## src/rtl/sram_port_ctrl.sv

```systemverilog
// Initiator-side controller for a 256x64 byte-masked single-port SRAM macro:
// zero-fills the array after reset, then maps a valid/ready request channel onto port cycles.
module sram_port_ctrl #(
    parameter int DEPTH  = 256,
    parameter int ADDR_W = 8,
    parameter int DATA_W = 64,
    parameter int MASK_W = 8
) (
    input  logic              clock,
    input  logic              reset_n,
    input  logic              req_valid,
    output logic              req_ready,
    input  logic              req_write,
    input  logic [ADDR_W-1:0] req_addr,
    input  logic [MASK_W-1:0] req_wmask,
    input  logic [DATA_W-1:0] req_wdata,
    output logic              resp_valid,
    input  logic              resp_ready,
    output logic [DATA_W-1:0] resp_rdata,
    output logic              init_done,
    output logic              sram_en,
    output logic              sram_wmode,
    output logic [ADDR_W-1:0] sram_addr,
    output logic [MASK_W-1:0] sram_wmask,
    output logic [DATA_W-1:0] sram_wdata,
    input  logic [DATA_W-1:0] sram_rdata
);

    typedef enum logic {INIT, RUN} state_t;

    state_t            state, state_nxt;
    logic [ADDR_W-1:0] init_cnt;
    logic              rd_inflight;
    logic [DATA_W-1:0] buf_mem [2];
    logic              wr_ptr, rd_ptr;
    logic [1:0]        buf_cnt;
    logic [1:0]        occ;
    logic              push, pop, credit, rd_fire;

    // A read slot is free if, after this cycle's pop, fewer than two results are owed.
    assign occ        = buf_cnt + {1'b0, rd_inflight};
    assign resp_valid = (buf_cnt != 2'd0);
    assign pop        = resp_valid && resp_ready;
    assign push       = rd_inflight;
    assign credit     = (occ - {1'b0, pop}) < 2'd2;
    assign resp_rdata = buf_mem[rd_ptr];
    assign init_done  = (state == RUN);
    assign rd_fire    = (state == RUN) && sram_en && !sram_wmode;

    always_comb begin
        state_nxt  = state;
        req_ready  = 1'b0;
        sram_en    = 1'b0;
        sram_wmode = req_write;
        sram_addr  = req_addr;
        sram_wmask = req_wmask;
        sram_wdata = req_wdata;
        case (state)
            INIT: begin
                sram_en    = 1'b1;
                sram_wmode = 1'b1;
                sram_addr  = init_cnt;
                sram_wmask = '1;
                sram_wdata = '0;
                if (init_cnt == ADDR_W'(DEPTH - 1)) state_nxt = RUN;
            end
            RUN: begin
                // Writes produce no response, so backpressure never holds them off.
                req_ready = req_write || credit;
                sram_en   = req_valid && req_ready;
            end
            default: state_nxt = INIT;
        endcase
    end

    always_ff @(posedge clock or negedge reset_n) begin
        if (!reset_n) begin
            state       <= INIT;
            init_cnt    <= '0;
            rd_inflight <= 1'b0;
            wr_ptr      <= 1'b0;
            rd_ptr      <= 1'b0;
            buf_cnt     <= 2'd0;
        end else begin
            state       <= state_nxt;
            rd_inflight <= rd_fire;
            if (state == INIT) init_cnt <= init_cnt + 1'b1;
            if (push) wr_ptr <= ~wr_ptr;
            if (pop)  rd_ptr <= ~rd_ptr;
            buf_cnt <= buf_cnt + {1'b0, push} - {1'b0, pop};
        end
    end

    // Macro rdata follows later writes to the held address, so it is captured
    // exactly one cycle after the read and never forwarded combinationally.
    always_ff @(posedge clock) begin
        if (push) buf_mem[wr_ptr] <= sram_rdata;
    end

endmodule

```

## config.mk

```make
export PLATFORM = sky130hd
export DESIGN_NAME = sram_port_ctrl
export DESIGN_NICKNAME = d
export VERILOG_FILES = /design/src/rtl/sram_port_ctrl.sv
export SDC_FILE = /design/constraint.sdc
export NUM_CORES = 1
export LEC_CHECK = 0
export ABC_AREA = 1
export CORE_ASPECT_RATIO = 1.25
export CORE_MARGIN = 2
export CORE_UTILIZATION = 44
export CTS_CLUSTER_SIZE = 12
export DETAILED_ROUTE_END_ITERATION = 10
export GPL_TIMING_DRIVEN = 1
export PLACE_DENSITY = 0.93
export SYNTH_ARGS = -nofsm -noshare
export SYNTH_HDL_FRONTEND = slang
export SYNTH_SLANG_ARGS = --single-unit
export TNS_END_PERCENT = 50
```

## constraint.sdc

```tcl
create_clock -name clock -period 11 [get_ports clock]
set_clock_uncertainty 0.15 [all_clocks]
set_input_delay 3.3 -clock clock [delete_from_list [all_inputs] [get_ports clock]]
set_output_delay 3.3 -clock clock [all_outputs]
set_load 0.02 [all_outputs]
```

After elaboration in Yosys (flattened, before gate mapping)
Memories as Yosys holds them, arrays and structs flattened.
Index checks and enable logic that the tools add are counted.
{ "totals": {"regBits": 14, "latch_bits": 0, "mem_bits_rw": 128, "mem_bits_ro": 0, "input_bits": 149, "out_inout_bits": 149, "wordCells": 32, "memories": 1} }
{ "mem_list": {"columns": ["memory", "depth", "word_bits", "read_ports", "rd_clocked_by_memory_dff", "wr", "line", "rtl"], "rows": [
  ["buf_mem", 2, 64, 1, 0, 1, "34", "logic [DATA_W-1:0] buf_mem [2];"]
]} }
{ "op_classes": {"addsub": 3, "multipliers": 0, "n_div": 0, "order_cmp": 1, "eq_ne": 1, "shift": 0, "muxes": 10, "n_bitwise": 3, "n_reduce_logical": 7} }
{ "op_table": {"columns": ["op", "count"], "rows": [
  ["$mux 64", 1],
  ["$mux 8", 2],
  ["$add 8x1->8 const B", 1],
  ["$eq 8x8->1 const B", 1],
  ["$mux 1", 6],
  ["$logic_and 1x1->1", 4],
  ["$not 1->1", 3],
  ["$add 2x1->2", 1],
  ["$lt 2x2->1 const B", 1],
  ["$pmux 1 s2", 1],
  ["$reduce_bool 2->1", 1],
  ["$sub 2x1->2", 1],
  ["$logic_not 1->1", 1],
  ["$logic_or 1x1->1", 1]
]} }

Longest topological paths before layout
{ "logic_depth": {"depth_word": 9, "mapped_depth": 13, "depth_no_buf": 13} }

Worst setup path before layout
Ideal clock, no wire load.
{ "synth_path": {"path_type": "input to output", "startpoint": "in resp_ready", "endpoint": "out sram_en", "arrival_ns": 4.374, "slack_ns": 3.176, "path_stages": 12, "n_path_buf": 0, "cell_sequence": "nand2_1 -> inv_1 -> ha_1 -> inv_1 -> ha_1 -> inv_1 -> nand2_1 -> nand2_1 -> nand2_1 -> nand3_1 -> nand2_1 -> nand2_1"} }
{ "synth_between": {"elab_chain_cells": 6} }
{ "synth_lines": {"columns": ["element", "line", "rtl"], "rows": [
  ["start, declared", "18", "input logic resp_ready,"],
  ["$logic_and 1x1->1", "43", "assign pop = resp_valid && resp_ready;"],
  ["via pop", "38", "logic push, pop, credit, rd_fire;"],
  ["$sub 2x1->2", "45", "assign credit = (occ - {1'b0, pop}) < 2'd2;"],
  ["$lt 2x2->1", "45", null],
  ["$logic_or 1x1->1", "69", "req_ready = req_write || credit;"],
  ["$logic_and 1x1->1", "70", "sram_en = req_valid && req_ready;"],
  ["$pmux 1 s2", "58", "case (state)"],
  ["end, declared", "21", "output logic sram_en,"]
]} }
The timed path passes the listed nets, and every way through them passes these cells.

Worst setup path in the final report
Ends and elaborated chain as after synthesis.

==> flow_summary_export.csv <==
group,metric,value,unit
synth,async_flop_share,9.859,%
cts,cts_buffers,17,
setup_path,worstReg2RegEnd,"buf_mem[0][1]",
setup_path,crit_fanout,2,
timing,fin_crit_sh,80.53,%
placement,hpwl,13.98,mm
drt,drt_first_pass_iters,4,
run,maxCapViolCount,0,
timing,setup-tns-final,0,ps
cts,clockBufferDepth,2,
cts,hold_buffers,0,
setup_path,crit_end,"sram_en",
drt,drt-total-wl,18.08,mm
cts,htree_levels,4,
final_layout,stdcell_count,1062,
synth,synth_top_family_by_area,"simple AND/OR/NAND/NOR gates",
cts,cts_tree,"done",
power,p_per_area,178.6,nW/µm²
setup_path,critPathLaunch,"resp_ready",
synth,synth_area_leader_cell,"edfxtp_1",
cts,cts_resized,0,
synth,syn_inst,581,
final_layout,regArea,4197,µm²
grt,grt_util_met1,26.74,%
cts,cts_root_buf,"clkbuf_16",
synth,synth_top_area_share,63.48,%
setup_path,r2r_setup_slack,8680,ps
synth,synthAdderAreaFrac,0.6200,%
synth,synth_fp_nets,733,
synth,ys_types,21,
synth,yosys-top-cells-area,"edfxtp_1 (63%), nand2_1 (18%), dfrtp_1 (5.8%)",
die,io_pins,298,
synth,syn_area,6055,µm²
power,p_leak,4.278,nW
grt,track_usage,24.91,%
drt,wire_per_inst,17.03,µm
grt,grt_overflow,0,
grt,grt_pass1_vias,5004,
drt,vias_per_cell,4.692,
die,die_area,14720,µm²
drt,drt_iter0_markers,228,
grt,antenna_found_initial,0,
timing,min_period,8858,ps
timing,rsz0062_at_grt,"false",
cts,clk_latency,410,ps
synth,synthTopCellsByCount,"nand2_1 (295), edfxtp_1 (128), inv_1 (81)",
timing,relSlewSlack,38.20,%
die,coreArea,13350,µm²
drt,drc_errors,0,
final_layout,diodes,0,
synth,yosysWarningCount,0,
die,die_w,108.9,µm
setup_path,critical_path.startpoint_type,"primary input",
placement,dp.cells,1030,
power,ir_drop,157.5,µV
synth,yosysMostFrequentCell,"nand2_1",
final_layout,drive_above_1_share,5.724,%
die,start_util,45.36,%
timing,report.final.slew_viol_count,0,
timing,worst_slew_pin_slew,924.8,ps
outcome,status,"complete, no violations",
final_layout,layout.nets,1030,
cts,clk_pin_slew,60,ps
drt,via_count,4983,
final_layout,multi_input_area,1374,µm²
setup_path,r2r-start,"push",
grt,grt_pass1_wl,26.51,mm
min_path,min_path_type,"reg2reg",
final_layout,fill_cells,915,
grt,grt_start_max_net_pins,86,
setup_path,critPathKind,"in2out",
timing,finalSetupViolCount,0,
grt,grt-busiest-layer,"met2",
synth,synthFlopType,"edfxtp_1",
setup_path,end_kind,"output port",
grt,use_met2,42.41,%
synth,synth_seq_area_share,69.27,%
placement,place.gp.congestion,0.8924,
timing,max_freq,112.9,MHz
placement,portBuffers,297,
setup_path,critPathRequiredTime,7550,ps
cts,clock_sinks,142,
synth,synth-simple-area-share,20.52,%
timing,hold_viol,0,
synth,ys_ff_latch,142,
synth,muxShareOfSynthArea,0,%
setup_path,worstPathArrival,5410,ps
final_layout,area_growth_syn_to_layout,60.18,%
synth,synthXorXnorAreaFrac,1.013,%
cts,cts_setup_buffers,0,
setup_path,reg2reg_depth,3,
die,die_y,135.2,µm
drt,antenna_left,0,
grt,grtUsageMet3,9.957,%
synth,avgSynthCellArea,10.42,µm²
die,row_count,47,
synth,synth-compound-area-share,0.4133,%
synth,synth-edff-count,128,
cell type report:
| class | count | share of cell area, % |
|---|---|---|
| flip-flops and latches | 142 | 43.27 |
| repair buffers | 302 | 31.04 |
| multi-input cells | 333 | 14.17 |
| clock buffers | 17 | 4.387 |
| inverters | 82 | 3.174 |
| well taps | 171 | 2.206 |
| clock inverters | 15 | 1.755 |
worst min-delay path by stage:
stage                     slack, ps     endpoint  cells after the start   startpoint
final                           350       wr_ptr                      1         push
after global routing            360       wr_ptr                      1         push
after CTS                       350       wr_ptr                      1         push
after detailed placement        340   buf_cnt[0]                      1   buf_cnt[0]
after global placement          330  init_cnt[7]                      2  init_cnt[7]
after floorplan                 310       wr_ptr                      1       wr_ptr
registers in the layout, summed over array words and instances (netlist names):
name,cells
buf_mem,128
init_cnt,8
buf_cnt,2
init_done,1
push,1
rd_ptr,1
wr_ptr,1
cells by family after synthesis:
group / Yosys count
buffers and inverters: 106
DFF: 142
and+or+nand+nor: 318
adders and majority gates: 3
xor gates and xnor gates: 7
AOI/OAI and AO/OA: 5
critical path, cell delays in order:
cell	delay (ps)
clkdlybuf4s50_1	410
nand2_1	110
inv_1	50
ha_1	260
inv_1	40
ha_1	180
inv_1	60
nand2_1	60
nand2_1	70
nand2_1	60
nand3_1	80
nand2_1	70
nand2_1	60
clkdlybuf4s50_1	610
per-stage QoR:
step | hold slack [ps] | cell area [µm²] | power, W | worst slack [ps] | utilization (%)
after floorplan | 311.0 | 6055 | 0.0008984 | 3176 | -
after global placement | 328.3 | 9102 | 0.001172 | 2193 | 68.19
after detailed placement | 339.1 | 9102 | 0.001184 | 2142 | 68.19
after CTS | 353.3 | 9698 | 0.001748 | 2137 | 72.65
after global routing | 363.0 | 9698 | 0.001809 | 1935 | 72.65
final | 351.6 | 9698 | 0.001732 | 2142 | 72.65
metal layers:
layer  vias to the layer above  part of all wire (%)  routed length [µm]
li1                       2398                     -                   -
met2                       243                    50                9100
met3                        42                    10                1873
met4                         0                   4.3                 776
met1                      2300                    35                6331
met5                         -                     0                   0
power by group:
part | leakage (nW) | switching [W] | internal, W | total [W]
Clock | 0.287 | 0.000241 | 0.000324 | 0.000565
Sequential | 1.32 | 0.00000274 | 0.000594 | 0.000597
Combinational | 2.67 | 0.000320 | 0.000251 | 0.000571
Total | 4.28 | 0.000563 | 0.00117 | 0.00173
placed cells by master, fill, tap and decap left out, types with 2 or more instances in the layout:
cell,count
buf_4,5
clkbuf_16,17
clkdlybuf4s50_1,297
clkinv_4,3
clkinvlp_4,2
dfrtp_1,12
dfrtp_2,2
edfxtp_1,128
ha_1,3
inv_1,79
inv_2,3
inv_6,3
inv_8,5
nand2_1,295
nand3_1,4
nand4_1,2
nor2_1,2
nor2_2,3
o21ai_0,5
or2_1,5
or2_2,4
xor2_1,6
Note: power is estimated with default switching activity, not from simulation.
